[src/rtl/sa_pkg.sv]
// Shared systolic-array package: phase codes seen on the array control bus
// and a helper for sizing the phase-length countdown.
// Used by sa_tile_sequencer, the array top and the testbenches.
package sa_pkg;

    // Phase code driven to the array top
    typedef enum logic [1:0] {
        PH_IDLE   = 2'd0,
        PH_WARMUP = 2'd1,
        PH_STEADY = 2'd2,
        PH_DRAIN  = 2'd3
    } phase_e;

    localparam int unsigned PERF_CNT_WIDTH = 16;

    // Width needed to hold the longest phase, k_len_max + NUM_ROW + NUM_COL - 2
    function automatic int unsigned phase_cnt_width(input int unsigned addr_w,
                                                    input int unsigned n_row,
                                                    input int unsigned n_col);
        int unsigned max_len;
        max_len = (32'd1 << addr_w) - 32'd1 + n_row + n_col - 32'd2;
        return (max_len < 32'd2) ? 32'd1 : $clog2(max_len + 32'd1);
    endfunction

endpackage

[src/rtl/sa_phase_counter.sv]
// Phase-length countdown: loads a value, decrements toward zero, flags zero.
// Ports:
//   clk, rst        rising-edge clock, synchronous active-high reset
//   i_load          load i_load_val (wins over decrement)
//   i_load_val      value to load (phase length minus one)
//   i_dec           decrement by one, stops at zero
//   o_zero_c        combinational flag, counter equals zero
module sa_phase_counter #(
    parameter int unsigned WIDTH = 8
) (
    input  logic             clk,
    input  logic             rst,
    input  logic             i_load,
    input  logic [WIDTH-1:0] i_load_val,
    input  logic             i_dec,
    output logic             o_zero_c
);

    logic [WIDTH-1:0] cnt_q;

    // Count register
    always_ff @(posedge clk) begin
        if (rst) begin
            cnt_q <= '0;
        end else if (i_load) begin
            cnt_q <= i_load_val;
        end else if (i_dec && (cnt_q != '0)) begin
            cnt_q <= cnt_q - WIDTH'(1);
        end
    end

    assign o_zero_c = (cnt_q == '0);

endmodule

[src/rtl/sa_tile_sequencer.sv]
// Tile sequencer for a systolic array: runs IDLE -> WARMUP -> STEADY -> DRAIN
// for one tile per accepted start and publishes the SRAM read windows.
// Optional feature: define SA_SEQ_PERF_CNT_EN to add o_cycle_cnt, the busy
// cycle count of the last completed tile (saturating).
// Ports:
//   clk, rst                 rising-edge clock, synchronous active-high reset
//   i_start                  tile request, honoured when idle or on the final DRAIN cycle
//   i_k_len                  operand vectors per tile (0 is rejected)
//   i_top/left/down_base     first SRAM address of each buffer
//   o_busy                   high from accept until return to IDLE
//   o_done                   one-cycle pulse after DRAIN completes
//   o_err                    one-cycle pulse when a start is rejected
//   o_ctrl_state             phase code (sa_pkg::phase_e)
//   o_*_sram_rd_start/end_addr  read windows, held until the next accept
//   o_cycle_cnt              (SA_SEQ_PERF_CNT_EN only) busy cycles of last tile
module sa_tile_sequencer
    import sa_pkg::*;
#(
    parameter int unsigned NUM_ROW              = 4,
    parameter int unsigned NUM_COL              = 4,
    parameter int unsigned LOG2_SRAM_BANK_DEPTH = 5,
    parameter int unsigned CTRL_WIDTH           = 4
) (
    input  logic                            clk,
    input  logic                            rst,
    input  logic                            i_start,
    input  logic [LOG2_SRAM_BANK_DEPTH-1:0] i_k_len,
    input  logic [LOG2_SRAM_BANK_DEPTH-1:0] i_top_base,
    input  logic [LOG2_SRAM_BANK_DEPTH-1:0] i_left_base,
    input  logic [LOG2_SRAM_BANK_DEPTH-1:0] i_down_base,
    output logic                            o_busy,
    output logic                            o_done,
    output logic                            o_err,
    output logic [CTRL_WIDTH-1:0]           o_ctrl_state,
    output logic [LOG2_SRAM_BANK_DEPTH-1:0] o_top_sram_rd_start_addr,
    output logic [LOG2_SRAM_BANK_DEPTH-1:0] o_top_sram_rd_end_addr,
    output logic [LOG2_SRAM_BANK_DEPTH-1:0] o_left_sram_rd_start_addr,
    output logic [LOG2_SRAM_BANK_DEPTH-1:0] o_left_sram_rd_end_addr,
    output logic [LOG2_SRAM_BANK_DEPTH-1:0] o_down_sram_rd_start_addr,
    output logic [LOG2_SRAM_BANK_DEPTH-1:0] o_down_sram_rd_end_addr
`ifdef SA_SEQ_PERF_CNT_EN
    ,
    output logic [PERF_CNT_WIDTH-1:0]       o_cycle_cnt
`endif
);

    localparam int unsigned AW = LOG2_SRAM_BANK_DEPTH;
    localparam int unsigned CW = phase_cnt_width(LOG2_SRAM_BANK_DEPTH, NUM_ROW, NUM_COL);

    phase_e          state_q;
    phase_e          state_d;
    logic [AW-1:0]   k_len_q;
    logic            cnt_load_c;
    logic [CW-1:0]   cnt_load_val_c;
    logic            cnt_dec_c;
    logic            cnt_zero_c;
    logic            last_c;
    logic            start_window_c;
    logic            accept_c;
    logic            reject_c;
    logic [CW-1:0]   steady_len_m1_c;

    // Final DRAIN cycle doubles as a start window so tiles can run back-to-back
    assign last_c         = (state_q == PH_DRAIN) && cnt_zero_c;
    assign start_window_c = (state_q == PH_IDLE) || last_c;
    assign accept_c       = start_window_c && i_start && (i_k_len != '0);
    assign reject_c       = start_window_c && i_start && (i_k_len == '0);

    // STEADY lasts k_len + NUM_ROW + NUM_COL - 2 cycles; counter holds length - 1
    assign steady_len_m1_c = CW'(k_len_q) + CW'(NUM_ROW + NUM_COL - 32'd3);

    sa_phase_counter #(
        .WIDTH (CW)
    ) u_phase_counter (
        .clk        (clk),
        .rst        (rst),
        .i_load     (cnt_load_c),
        .i_load_val (cnt_load_val_c),
        .i_dec      (cnt_dec_c),
        .o_zero_c   (cnt_zero_c)
    );

    // State register
    always_ff @(posedge clk) begin
        if (rst) begin
            state_q <= PH_IDLE;
        end else begin
            state_q <= state_d;
        end
    end

    // Next-state and phase-counter control
    always_comb begin
        state_d        = state_q;
        cnt_load_c     = 1'b0;
        cnt_load_val_c = '0;
        cnt_dec_c      = 1'b0;
        case (state_q)
            PH_IDLE: begin
                if (accept_c) begin
                    state_d        = PH_WARMUP;
                    cnt_load_c     = 1'b1;
                    cnt_load_val_c = CW'(NUM_COL - 32'd1);
                end
            end
            PH_WARMUP: begin
                if (cnt_zero_c) begin
                    state_d        = PH_STEADY;
                    cnt_load_c     = 1'b1;
                    cnt_load_val_c = steady_len_m1_c;
                end else begin
                    cnt_dec_c = 1'b1;
                end
            end
            PH_STEADY: begin
                if (cnt_zero_c) begin
                    state_d        = PH_DRAIN;
                    cnt_load_c     = 1'b1;
                    cnt_load_val_c = CW'(NUM_ROW - 32'd1);
                end else begin
                    cnt_dec_c = 1'b1;
                end
            end
            PH_DRAIN: begin
                if (cnt_zero_c) begin
                    if (accept_c) begin
                        state_d        = PH_WARMUP;
                        cnt_load_c     = 1'b1;
                        cnt_load_val_c = CW'(NUM_COL - 32'd1);
                    end else begin
                        state_d = PH_IDLE;
                    end
                end else begin
                    cnt_dec_c = 1'b1;
                end
            end
            default: begin
                state_d = PH_IDLE;
            end
        endcase
    end

    assign o_ctrl_state = CTRL_WIDTH'(state_q);

    // Status pulses, latched tile length and read windows
    always_ff @(posedge clk) begin
        if (rst) begin
            o_busy                    <= 1'b0;
            o_done                    <= 1'b0;
            o_err                     <= 1'b0;
            k_len_q                   <= '0;
            o_top_sram_rd_start_addr  <= '0;
            o_top_sram_rd_end_addr    <= '0;
            o_left_sram_rd_start_addr <= '0;
            o_left_sram_rd_end_addr   <= '0;
            o_down_sram_rd_start_addr <= '0;
            o_down_sram_rd_end_addr   <= '0;
        end else begin
            o_busy <= (state_d != PH_IDLE);
            o_done <= last_c;
            o_err  <= reject_c;
            if (accept_c) begin
                k_len_q                   <= i_k_len;
                o_top_sram_rd_start_addr  <= i_top_base;
                o_top_sram_rd_end_addr    <= AW'(i_top_base + i_k_len - AW'(1));
                o_left_sram_rd_start_addr <= i_left_base;
                o_left_sram_rd_end_addr   <= AW'(i_left_base + i_k_len - AW'(1));
                o_down_sram_rd_start_addr <= i_down_base;
                o_down_sram_rd_end_addr   <= AW'(i_down_base + i_k_len - AW'(1));
            end
        end
    end

`ifdef SA_SEQ_PERF_CNT_EN
    logic [PERF_CNT_WIDTH-1:0] tile_cyc_q;
    logic [PERF_CNT_WIDTH-1:0] tile_cyc_inc_c;

    assign tile_cyc_inc_c = (tile_cyc_q == '1) ? tile_cyc_q
                                               : tile_cyc_q + PERF_CNT_WIDTH'(1);

    // Busy-cycle counter; the final DRAIN cycle is included via the increment
    always_ff @(posedge clk) begin
        if (rst) begin
            tile_cyc_q  <= '0;
            o_cycle_cnt <= '0;
        end else begin
            if (accept_c) begin
                tile_cyc_q <= '0;
            end else if (state_q != PH_IDLE) begin
                tile_cyc_q <= tile_cyc_inc_c;
            end
            if (last_c) begin
                o_cycle_cnt <= tile_cyc_inc_c;
            end
        end
    end
`endif

endmodule

[config.mk]
export PLATFORM = sky130hd
export DESIGN_NAME = sa_tile_sequencer
export DESIGN_NICKNAME = d
export VERILOG_FILES = /design/src/rtl/sa_pkg.sv /design/src/rtl/sa_phase_counter.sv /design/src/rtl/sa_tile_sequencer.sv
export SDC_FILE = /design/constraint.sdc
export NUM_CORES = 1
export LEC_CHECK = 0
export CAP_MARGIN = 0
export CORE_UTILIZATION = 56
export CTS_BUF_LIST = sky130_fd_sc_hd__clkbuf_4 sky130_fd_sc_hd__clkbuf_8
export DETAILED_ROUTE_END_ITERATION = 8
export GPL_TIMING_DRIVEN = 0
export PLACE_DENSITY = 0.91
export SLEW_MARGIN = 5
export SYNTH_ARGS = -nofsm -noshare
export SYNTH_HDL_FRONTEND = slang
export SYNTH_SLANG_ARGS = --single-unit
export TNS_END_PERCENT = 50
[constraint.sdc]
create_clock -name clk -period 5.5 [get_ports clk]
set_input_delay 1.1 -clock clk [delete_from_list [all_inputs] [get_ports clk]]
set_output_delay 1.1 -clock clk [all_outputs]
set_load 0.1 [all_outputs]
# After elaboration in Yosys (flattened, before gate mapping)

Index checks and enable logic that the tools add are counted.

Bits in registers: 46
Bits in latches: 0
Memory bits (writable): 0
ROM bits: 0
Output and inout bits: 37
Word-level logic and storage cells: 57
Memories: 0

Add/subtract/negate cells: 8
Multiply operators: 0
Div/mod/pow operators: 0
Order comparisons: 0
Eq/ne operators: 3
Shift operators: 0
Muxes and demuxes: 19
Bitwise gates (word level): 0
Reductions and logical operators: 15

Operators with widths:

| kind                                                               | count |
|---|---|
| 6-bit 2-to-1 mux                                                   | 4 |
| 6-bit one-hot mux with 4 select lines                              | 1 |
| 5-bit adder                                                        | 3 |
| 5-bit by 1-bit subtractor with 5-bit output, second input constant | 3 |
| 2-bit 2-to-1 mux                                                   | 6 |
| 2-bit one-hot mux with 4 select lines                              | 1 |
| 5-bit by 3-bit adder with 6-bit output, second input constant      | 1 |
| 6-bit zero test                                                    | 1 |
| 1-bit 2-to-1 mux                                                   | 6 |
| 6-bit nonzero test                                                 | 1 |
| 6-bit by 1-bit subtractor with 6-bit output, second input constant | 1 |
| 1-bit logical AND                                                  | 5 |
| 5-bit zero test                                                    | 1 |
| 5-bit nonzero test                                                 | 1 |
| 2-bit == test, second input constant                               | 2 |
| 2-bit nonzero test                                                 | 2 |
| 1-bit one-hot mux with 3 select lines                              | 1 |
| 3-bit OR reduction                                                 | 1 |
| 2-bit by 1-bit == test with 1-bit output, second input constant    | 1 |
| 2-bit zero test                                                    | 1 |
| 2-bit OR reduction                                                 | 1 |
| 1-bit logical OR                                                   | 1 |

# Logic depth before layout (Yosys ltp)

Word-level depth: 9
Mapped depth: 9
Mapped depth without buffers: 9

# By module

From an unflattened synthesis, not the netlist that was laid out.

Cell total of the unflattened synthesis: 324
Area total of the unflattened synthesis: 2700.1 sq um

By module, submodules not included:

| module            | instances | cells each | area each (sq um) |
|---|---|---|---|
| sa_tile_sequencer | 1         | 282        | 2328.5 |
| sa_phase_counter  | 1         | 42         | 371.6 |

# Worst setup path after synthesis

No wires, ideal clock.

Path kind: input port to flip-flop
From: input i_k_len[1]
To: register u_phase_counter.cnt_q[2]
Library setup time: 0.121 ns
Arrival: 2.431 ns
Path slack: 2.948 ns
Stages: 5
Path buffers: 0
Cells stage by stage: or4_4 -> o211ai_4 -> a21oi_2 -> nand2b_4 -> mux2_4

Word-level cells in the longest chain between the ends: 6
Elaborated cells on any way between the ends: 7

Ends and longest elaborated chain:

| what                                                   | line                                               | source |
|---|---|---|
| from (decl)                                            | sa_tile_sequencer.sv:27                            | `input logic [LOG2_SRAM_BANK_DEPTH-1:0] i_k_len,` |
| 5-bit nonzero test (*)                                 | sa_tile_sequencer.sv:66                            | `assign accept_c = start_window_c && i_start && (i_k_len != '0);` |
| 1-bit logical AND (*)                                  | sa_tile_sequencer.sv:66                            |  |
| 1-bit 2-to-1 mux (*)                                   | sa_tile_sequencer.sv:100, sa_tile_sequencer.sv:126 |  |
| 1-bit 2-to-1 mux                                       | sa_tile_sequencer.sv:125                           | `if (cnt_zero_c) begin` |
| 1-bit one-hot mux with 3 select lines (*)              | sa_tile_sequencer.sv:98                            | `case (state_q)` |
| 6-bit 2-to-1 mux or 2-bit nonzero test (tied branches) | n/a                                                |  |
| to (signal assigned)                                   | sa_phase_counter.sv:26                             | `cnt_q <= i_load_val;` |
| to (signal assigned)                                   | sa_phase_counter.sv:28                             | `cnt_q <= cnt_q - WIDTH'(1);` |
| to (decl)                                              | sa_phase_counter.sv:19                             | `logic [WIDTH-1:0] cnt_q;` |

Every way passes the cells marked *; elsewhere a longest branch is shown, timed or not.
A chain may end at the register's enable or synchronous reset.

# Worst setup path in the final report

From: input i_k_len[0]
To: register o_top_sram_rd_end_addr[3]

Word-level cells in the longest chain between the ends: 2
Elaborated cells on any way between the ends: 4

Ends and longest elaborated chain:

| what                                                                             | line                                              | source |
|---|---|---|
| 5-bit adder or 5-bit nonzero test (tied branches)                                | sa_tile_sequencer.sv:165, sa_tile_sequencer.sv:66 |  |
| 5-bit by 1-bit subtractor with 5-bit output or 1-bit logical AND (tied branches) | sa_tile_sequencer.sv:165, sa_tile_sequencer.sv:66 |  |
| to (signal assigned)                                                             | sa_tile_sequencer.sv:165                          | `o_top_sram_rd_end_addr <= AW'(i_top_base + i_k_len - AW'(1));` |
| to (decl)                                                                        | sa_tile_sequencer.sv:36                           | `output logic [LOG2_SRAM_BANK_DEPTH-1:0] o_top_sram_rd_end_addr,` |

Parallel ways exist; a longest one is shown, timed or not.

==> results.toml <==
[timing]
timing.final.crit_share_pct = 56.0
hold_viol_final = 0
setup_viol = 0
finalClockSkew_ns = 0.00498
rsz0062_at_grt = "false"
timing.fmax_mhz = 325
slew_viol_final = 0
setup_tns_ns = 0
tightest_slew_ns = 0.984
maxSlewHeadroom_pct = 34.2
min_period_ns = 3.08

[grt]
grt_overflow = 0
gr-usage-all-layers_pct = 26.6
grt_max_degree = 13
grt_pass1_vias = 2473
antenna_found_initial = 0
grt_pass1_wl_um = 10700

[detailed_routing]
wl_per_cell_um = 14.7
wirelength_um = 6540
vias = 2477
drtIter0Drc = 145
ant_nets = 0
drtPass1Iterations = 4
drc = 0
avgViaCountPerCell = 5.55

[cells_and_area]
drive_above_1_share_pct = 7.11
area_growth_pct = 26.6
final_util_pct = 76.3
nNetsFinal = 449
n_antenna_cell = 0
final_cells = 446

[die]
std_cell_rows = 24
initial_utilization_pct = 60.3
dieArea_mm2 = 0.00513
die_w_um = 71.6
fp.dieH_um = 71.6
ioPinCount = 60
core_area_mm2 = 0.00450

[synthesis]
async_flop_share_pct = 0
synth_largest_area_cell = "dfxtp_1"
ys_ff_latch = 46
synthDominantCellAreaShare_pct = 33.9
dominantRegCellSynth = "dfxtp_1"
synth_common_cells = "59 x nand2_1, 46 x dfxtp_1, 44 x inv_1"
syn_avg_cell_area_um2 = 8.23
ys_types = 49
synth_area_mm2 = 0.00272
synth-edff-count = 0
ys_seq_area_share_pct = 33.9
yosys_warnings = 0
yosysMostFrequentCell = "nand2_1"
syn_inst = 330
yosys-top-cells-area = "dfxtp_1 34%, ha_1 13%, nand2_1 8.2%"

[clocking]
clock_latency_ns = 0.29
cts.sinks = 46
cts_resized = 0
root_buffer = "clkbuf_8"
cts_buffers = 5
cts_tree = "yes"
clkTransAtPathRegs_ns = 0.08
cts_buffer_depth = 2
holdBufCountCts = 0
htreeDepth = 2
cts_setup_buffers = 0

[min_path]
whs_path_depth = 2
hp-start = "o_left_sram_rd_start_addr[3]"
worstHoldEndpoint = "o_left_sram_rd_start_addr[3]"
hp-class = "flop to flop"

[critical_path]
arrival_ns = 3.31
cp-start-kind = "input pin"
ff2ff_path_depth = 8
cpPeakStageDelay_ns = 0.71
crit_top_cell = "inv_1"
reg2reg_to = "u_phase_counter.cnt_q[5]"
r2r_slack_ns = 3.35
slowest_stage = "clkdlybuf4s50_1"
regToRegStartpoint = "u_phase_counter.cnt_q[0]"
end_kind = "flop"
critPathKind = "input pin to flop"
cp.required_ns = 5.73
worstPathMaxFanout = 7
path_cells = "clkdlybuf4s50_1 > inv_1 > ha_1 > inv_1 > ha_1 > inv_1 > fa_1 > xnor2_1 > nand2_1 > a21oi_1"

[power_and_ir_drop]
p_leak_nw = 1.51
power.density_mw_per_mm2 = 475
peakVddDrop_mv = 0.275
p_total_mw = 1.63

[run_status]
status = "complete, no violations"

[job]
maxCapViolCount = 0

[place]
port_buffers = 57
place_congestion = 0.853
dp_cells = 440
dp_hpwl_um = 4950
==> state kept, by name, indices dropped and copies added (netlist names) <==
register                   count
o_top_sram_rd_end_addr         5
o_done                         1
o_err                          1
o_left_sram_rd_end_addr        5
o_down_sram_rd_start_addr      5
u_phase_counter.cnt_q          6
o_left_sram_rd_start_addr      5
k_len_q                        5
o_down_sram_rd_end_addr        5
state_q                        2
o_top_sram_rd_start_addr       5
o_busy                         1
==> area by class of cell <==
class | count | area [µm²]
multi-input combinational | 224 | 1540
fill | 332 | 1070
sequential | 46 | 921
timing repair buffer | 57 | 571
inverter | 45 | 169
buffer | 16 | 85.1
clock buffer | 6 | 82.6
tap | 52 | 65.1
==> power by group <==
group          switching (mW)  internal, mW  total, mW
sequential             0.0481         0.400      0.448
combinational           0.695         0.287      0.982
clock                   0.106        0.0971      0.203
total                   0.850         0.784       1.63
==> metrics by stage <==
| stage | hold WS (ns) | worst slack, ns | area, µm² |
|---|---|---|---|
| 2_1_floorplan | 0.453 | 2.95 | 2720 |
| 3_3_place_gp | 0.442 | 2.25 | 3350 |
| 3_5_place_dp | 0.450 | 2.14 | 3350 |
| 4_1_cts | 0.461 | 2.44 | 3440 |
| 5_1_grt | 0.478 | 2.26 | 3440 |
| 6_report | 0.462 | 2.42 | 3440 |
==> critical path: cells and delay by family <==
family	cells	cell delay (ns)
fa+ha+maj	3	0.77
compound gates	1	0.14
buf+inv	4	0.99
simple gates	1	0.09
xor+xnor	1	0.22
==> metal layers <==
layer | vias to the layer above | wire (µm) | global-route usage (%)
met3 | 15 | 384 | 5.06
li1 | 1221 | - | -
met1 | 1160 | 2680 | 30.1
met5 | - | 0 | 0
met4 | 0 | 119 | 9.15
met2 | 81 | 3350 | 49.8
==> layout by cell type (no fill, tap or decap), drive strengths merged, types with 2 or more instances in the layout <==
| cell type | n |
|---|---|
| nand2 | 59 |
| clkdlybuf4s50 | 57 |
| dfxtp | 46 |
| inv | 45 |
| a21oi | 37 |
| ha | 28 |
| nor2 | 18 |
| clkbuf | 12 |
| buf | 10 |
| xor2 | 9 |
| a211oi | 8 |
| nor3 | 7 |
| xnor2 | 6 |
| nor4 | 6 |
| o21ai | 6 |
| a21o | 4 |
| mux2 | 4 |
| fa | 3 |
| a31oi | 2 |
| nor2b | 2 |
| a22oi | 2 |
| mux2i | 2 |
| conb | 2 |
| or4 | 2 |
| nand2b | 2 |
| o41ai | 2 |
==> how the worst max path moves through the flow <==
stage	endpoint	slack, ns	from	cells after the start
after global routing	o_top_sram_rd_end_addr[3]	2.26	i_k_len[0]	10
final	o_top_sram_rd_end_addr[3]	2.42	i_k_len[0]	10
after floorplan	u_phase_counter.cnt_q[2]	2.95	i_k_len[1]	5
after CTS	o_top_sram_rd_end_addr[3]	2.44	i_k_len[0]	10
after global placement	o_down_sram_rd_end_addr[3]	2.25	i_k_len[0]	10
after detailed placement	o_top_sram_rd_end_addr[3]	2.14	i_k_len[0]	10
==> cell families after synthesis <==
kind of cell	share of synthesized area, %
other	0.138
xor gates and xnor gates	4.84
AOI/OAI and AO/OA	16.6
and+or+nand+nor	17.1
buffers and inverters	9.35
muxes	2.95
adders and majority gates	15.1
DFF	33.9
Power figures use the tool's default switching activity.
